[config.mk]
export PLATFORM = sky130hd
export DESIGN_NAME = apb_master_arbiter
export DESIGN_NICKNAME = d
export VERILOG_FILES = /design/src/rtl/apb_master_arbiter.sv
export SDC_FILE = /design/constraint.sdc
export NUM_CORES = 1
export LEC_CHECK = 0
export ABC_AREA = 1
export CORE_MARGIN = 2
export CORE_UTILIZATION = 36
export CTS_CLUSTER_DIAMETER = 150
export DETAILED_ROUTE_END_ITERATION = 16
export PLACE_DENSITY_LB_ADDON = 0.3
export SETUP_SLACK_MARGIN = 0.2
export SYNTH_ARGS = -nofsm -noshare
export SYNTH_HDL_FRONTEND = slang
export SYNTH_SLANG_ARGS = --single-unit
[constraint.sdc]
create_clock -name pclk -period 1.75 [get_ports pclk]
set_input_delay 0.175 -clock pclk [delete_from_list [all_inputs] [get_ports pclk]]
set_output_delay 0.175 -clock pclk [all_outputs]
set_load 0.05 [all_outputs]
[src/rtl/apb_master_arbiter.sv]
// APB master shared by two requesters: round-robin grant, IDLE/SETUP/ACCESS
// sequencing, two-slave decode on the paddr MSB and an ACCESS timeout abort.
//
// state  | meaning
// IDLE   | bus parked, psel/penable low, waiting for an eligible request
// SETUP  | single cycle with psel high, address/control presented
// ACCESS | penable high, waiting for pready or the timeout terminal count
module apb_master_arbiter #(
    parameter int AW      = 9,
    parameter int DW      = 8,
    parameter int TIMEOUT = 16
) (
    input  logic          pclk,
    input  logic          presetn,
    input  logic          req0,
    input  logic          we0,
    input  logic [AW-1:0] addr0,
    input  logic [DW-1:0] wdata0,
    output logic          done0,
    output logic          err0,
    output logic [DW-1:0] rdata0,
    input  logic          req1,
    input  logic          we1,
    input  logic [AW-1:0] addr1,
    input  logic [DW-1:0] wdata1,
    output logic          done1,
    output logic          err1,
    output logic [DW-1:0] rdata1,
    output logic          psel1,
    output logic          psel2,
    output logic          penable,
    output logic          pwrite,
    output logic [AW-1:0] paddr,
    output logic [DW-1:0] pwdata,
    input  logic          pready1,
    input  logic          pready2,
    input  logic [DW-1:0] prdata1,
    input  logic [DW-1:0] prdata2,
    input  logic          pslverr1,
    input  logic          pslverr2
);

    localparam int CW = (TIMEOUT > 2) ? $clog2(TIMEOUT) : 1;

    typedef enum logic [1:0] {IDLE, SETUP, ACCESS} state_t;

    state_t          state;
    logic            gnt;
    logic            rr;
    logic [CW-1:0]   cnt;
    logic            done_pend;
    logic            pend_id;
    logic            pend_err;
    logic            pend_rd;
    logic [DW-1:0]   pend_rdata;

    logic            elig0;
    logic            elig1;
    logic            idle_id;
    logic            bus_ready;
    logic            bus_err;
    logic [DW-1:0]   bus_rdata;
    logic            finish;
    logic            start_go;
    logic            start_id;
    logic            start_we;
    logic [AW-1:0]   start_addr;
    logic [DW-1:0]   start_wdata;

    always_comb begin
        // a requester whose done is about to show still holds req; keep it out
        elig0 = req0 && !(done_pend && !pend_id);
        elig1 = req1 && !(done_pend && pend_id);
        idle_id = (elig0 && elig1) ? ~rr : elig1;

        bus_ready = paddr[AW-1] ? pready2  : pready1;
        bus_err   = paddr[AW-1] ? pslverr2 : pslverr1;
        bus_rdata = paddr[AW-1] ? prdata2  : prdata1;

        finish = (state == ACCESS) && (bus_ready || (cnt == '0));

        if (state == ACCESS) begin
            start_id = ~gnt;
            start_go = finish && (gnt ? req0 : req1);
        end else begin
            start_id = idle_id;
            start_go = (state == IDLE) && (elig0 || elig1);
        end

        start_we    = start_id ? we1    : we0;
        start_addr  = start_id ? addr1  : addr0;
        start_wdata = start_id ? wdata1 : wdata0;
    end

    always_ff @(posedge pclk or negedge presetn) begin
        if (!presetn) begin
            state      <= IDLE;
            gnt        <= 1'b0;
            rr         <= 1'b1;
            cnt        <= '0;
            done_pend  <= 1'b0;
            pend_id    <= 1'b0;
            pend_err   <= 1'b0;
            pend_rd    <= 1'b0;
            pend_rdata <= '0;
            done0      <= 1'b0;
            err0       <= 1'b0;
            rdata0     <= '0;
            done1      <= 1'b0;
            err1       <= 1'b0;
            rdata1     <= '0;
            psel1      <= 1'b0;
            psel2      <= 1'b0;
            penable    <= 1'b0;
            pwrite     <= 1'b0;
            paddr      <= '0;
            pwdata     <= '0;
        end else begin
            done0     <= 1'b0;
            err0      <= 1'b0;
            done1     <= 1'b0;
            err1      <= 1'b0;
            done_pend <= 1'b0;

            if (done_pend) begin
                if (pend_id) begin
                    done1 <= 1'b1;
                    err1  <= pend_err;
                    if (pend_rd) rdata1 <= pend_rdata;
                end else begin
                    done0 <= 1'b1;
                    err0  <= pend_err;
                    if (pend_rd) rdata0 <= pend_rdata;
                end
            end

            case (state)
                SETUP: begin
                    penable <= 1'b1;
                    cnt     <= CW'(TIMEOUT - 1);
                    state   <= ACCESS;
                end
                ACCESS: begin
                    if (finish) begin
                        done_pend  <= 1'b1;
                        pend_id    <= gnt;
                        pend_err   <= !bus_ready || bus_err;
                        pend_rd    <= bus_ready && !pwrite;
                        pend_rdata <= bus_rdata;
                        psel1      <= 1'b0;
                        psel2      <= 1'b0;
                        penable    <= 1'b0;
                        state      <= IDLE;
                    end else begin
                        cnt <= cnt - 1'b1;
                    end
                end
                default: ;
            endcase

            // new grant, either from IDLE or back-to-back out of ACCESS
            if (start_go) begin
                gnt     <= start_id;
                paddr   <= start_addr;
                pwrite  <= start_we;
                pwdata  <= start_wdata;
                psel1   <= !start_addr[AW-1];
                psel2   <= start_addr[AW-1];
                penable <= 1'b0;
                state   <= SETUP;
                if (state == IDLE && elig0 && elig1) rr <= start_id;
            end
        end
    end

endmodule

==> impl_results.md <==
* Status: completed
* Via/cell ratio at 4.49
* IO Pins at 101
* Post-synthesis compound-gate area fraction at 7.37%
* RSZ-0062 raised after global routing: false
* Syn Std Cell Area at a little under 0.003 mm2
* Vias at 2625
* Multiplexer area fraction after synthesis at 0%
* DR WL/cell at 12.2 um
* Tot Pwr at approximately 3 mW
* Setup TNS Final at 0 ns
* Syn_nets at 420
* CP endpoint kind: flop
* CTS root buf: clkbuf_8
* 1st-iter DRT viols at 80
* Clock period minus worst slack at 1.45 ns
* Crit path buf inv count at 2
* Die Wd at 93.6 um
* HP Class: in2async
* Critical setup path kind: reg2reg
* Largest family of logic cells by synthesized area: simple AND/OR/NAND/NOR gates
* Setup WS post-layout at about 0.30 ns
* Pleak at ~2.4 nW
* Num CTS Buffers at 9
* Initial antenna violation count at 0
* Synthesized area per cell at 8.04 um2
* Top sig layer: met4
* Worst-path clk slew at 0.07 ns
* Post-Synth XOR/XNOR Area at 0.303%
* FP Rows at 32
* Area growth, synth to finish at 48.9%
* Max incr delay on CP at approximately 0.36 ns
* WHS at 0.358 ns
* Largest net degree at the start of global routing at 61
* First-pass iteration count of the detailed router at 4
* Synth area leader: dfrtp_1
* Initial Utilization at 37.2%
* Max_slew headroom at 65.9%
* Antenna fix cells at 0
* Vias in the first global route at 2548
* Max clock buf depth at 2
* First-pass GRT wire length at 12000 um
* Startpoint Class: flop
* Least-Margin Pin Slew at between 0.5 and 0.6 ns
* Synth top area cells: dfrtp_1 51%, nand2_1 12%, nand3_1 8.0%
* Antenna Violating Nets Remaining at 0
* CTS tree: yes
* Layout Nets at 538
* Worst flop-to-flop path startpoint: cnt[1]
* Count of final setup violators at 0
* CP required at 2.02 ns
* Post-Layout Inst Area at 0.00430 mm2
* Yosys reg bits at 60
* Total Routing Usage GR at 17.6%
* Met3 WL at 479 um
* Cells after DPL at between 500 and 600
* Met1 Routed Length at 3310 um
* Crit path from: cnt[1]
* Post-synth top area share at 51.1%
* Met2 routed WL at approximately 3300 um
* Clock Skew at 0.00932 ns
* Share of cells above drive strength 1 at 15.4%
* Routability Congestion at between 0.7 and 0.8
* Clock sinks at 60
* DP HPWL at 5090 um
* Delay-heaviest family, CP: simple AND/OR/NAND/NOR gates
* Yosys warnings at 0
* Finished Layout Cells at 584
* IO buf count at 100
* PwrDens at ~700 mW/mm2
* Hold Vio Cnt, Final at 0
* Synth cell types at 24
* Post-Synthesis Cells at between 300 and 400
* Clk_lat worst skew at 0.34 ns
* CP max stage cell: dfrtp_1
* Reg2Reg Depth at 9
* Largest fanout on the critical path at 7
* Post-Synth Simple-Gate Area at 28.1%
* Reg2reg setup slack at 0.30 ns
* Final WL at 7150 um
* Crit Reg-Reg Endpoint: paddr[8]
* Final period utilization at 82.6%
* Remaining Overflow, GRT at 0
* # DRC at 0
* Setup Slack @ Placement at 0.132 ns
* Crit path arrival time at 1.72 ns
* Core footprint at just under 0.008 mm2
* Max Slew Vio Count at 0
* Die area at 0.00875 mm2
* Adder-cell share of the synthesized area at 0.433%
* Die Y at 93.6 um
* CP cell instances: inv_1 -> ha_2 -> nand3_2 -> nand2_2 -> nand3_4 -> nand2_8 -> buf_4 -> nand3_1 -> nand2_1
* Maxcap violations at 0
* Sequential fraction of the synthesis area at 52.0%
* Fmax at 692 MHz
* Peak supply drop at 0.352 mV
* Cell Area, Placed at between 0.003 and 0.004 mm2
* H-tree levels at 3
* Final Util at between 50% and 60%
-- cells by family (layout without fill, tap and decap cells) --
| logic type | Yosys count | count (layout) |
|---|---|---|
| AO/OA/AOI/OAI | 38 | 38 |
| flip-flops | 60 | 60 |
| XOR/XNOR | 1 | 1 |
| AND/OR/NAND/NOR | 183 | 183 |
| adder cells (fa/ha/maj) | 1 | 1 |
| buffers and inverters | 76 | 199 |
-- timing repair --
action / 4_1_cts / 5_1_grt
gates resized for setup: 37 / 9
pin swaps: 1 / 5
hold buffers: 1 / 0
endpoints found under the setup margin: 54 / 29
buffers inserted: 2 / 9
endpoints found under the hold margin: 59 / 0
-- cell type report --
class                           count  area [um2]
Inverter                           62         240
Clock buffer                       11         141
Timing Repair Buffer              121        1130
Multi-Input combinational cell    223        1080
Fill cell                         753        3470
Clock inverter                      5        75.1
Sequential cell                    60        1510
Tap cell                          102         128
-- worst max path at each step --
stage / endpoint / slack, ns / depth (start not counted)
after CTS: paddr[0] / 0.21 / 9
final: paddr[8] / 0.30 / 9
after global routing: paddr[4] / 0.21 / 9
after detailed placement: paddr[0] / 0.13 / 8
after floorplan: psel1 / 0.29 / 9
after global placement: pwdata[5] / 0.18 / 8
-- power breakdown --
part / switching [mW] / leakage (nW) / internal (mW) / total (mW)
Combinational: 0.0965 / 1.45 / 0.149 / 0.245
Sequential: 0 / 0.802 / 1.39 / 1.39
Clock: 0.537 / 0.113 / 0.834 / 1.37
Total: 0.633 / 2.37 / 2.37 / 3.00
-- worst min-delay path, stage by stage --
cell and delay, ns:
dlygate4sd3_1 0.52, buf_2 0.12, buf_12 0.28
-- routing by layer --
metal  vias up  track usage [%]
met5         -                0
met4         0             8.57
met3         9             4.67
li1       1349                -
met1      1178             23.6
met2        89             26.5
-- registers in the layout (all words and copies together), names as in the netlist --
register	cells
err0	1
rdata1	8
pend_id	1
state	1
rdata0	8
pwdata	8
cnt	4
done0	1
done1	1
pwrite	1
gnt	1
pend_err	1
done_pend	1
pend_rdata	8
pend_rd	1
psel2	1
paddr	9
penable	1
psel1	1
err1	1
rr	1
-- placed cells by master (no fill, tap or decap), types with 10 or more instances in the layout --
cell type / count
nand2_1: 95
clkdlybuf4s50_1: 58
buf_4: 22
clkbuf_8: 10
nand2_2: 14
inv_1: 56
dfrtp_1: 57
nand3_1: 45
o21ai_0: 26
nor2_1: 22
dlygate4sd2_1: 35
-- Yosys cell counts, drive strengths merged --
library cell and n:
inv 62, o31ai 9, dfstp 1, clkbuf 1, xor2 1, a21oi 1
nor2 25, nand2 111, buf 13, o21ai 28, dfrtp 59, ha 1
nand3 47
(Power assumes the default switching activity.)
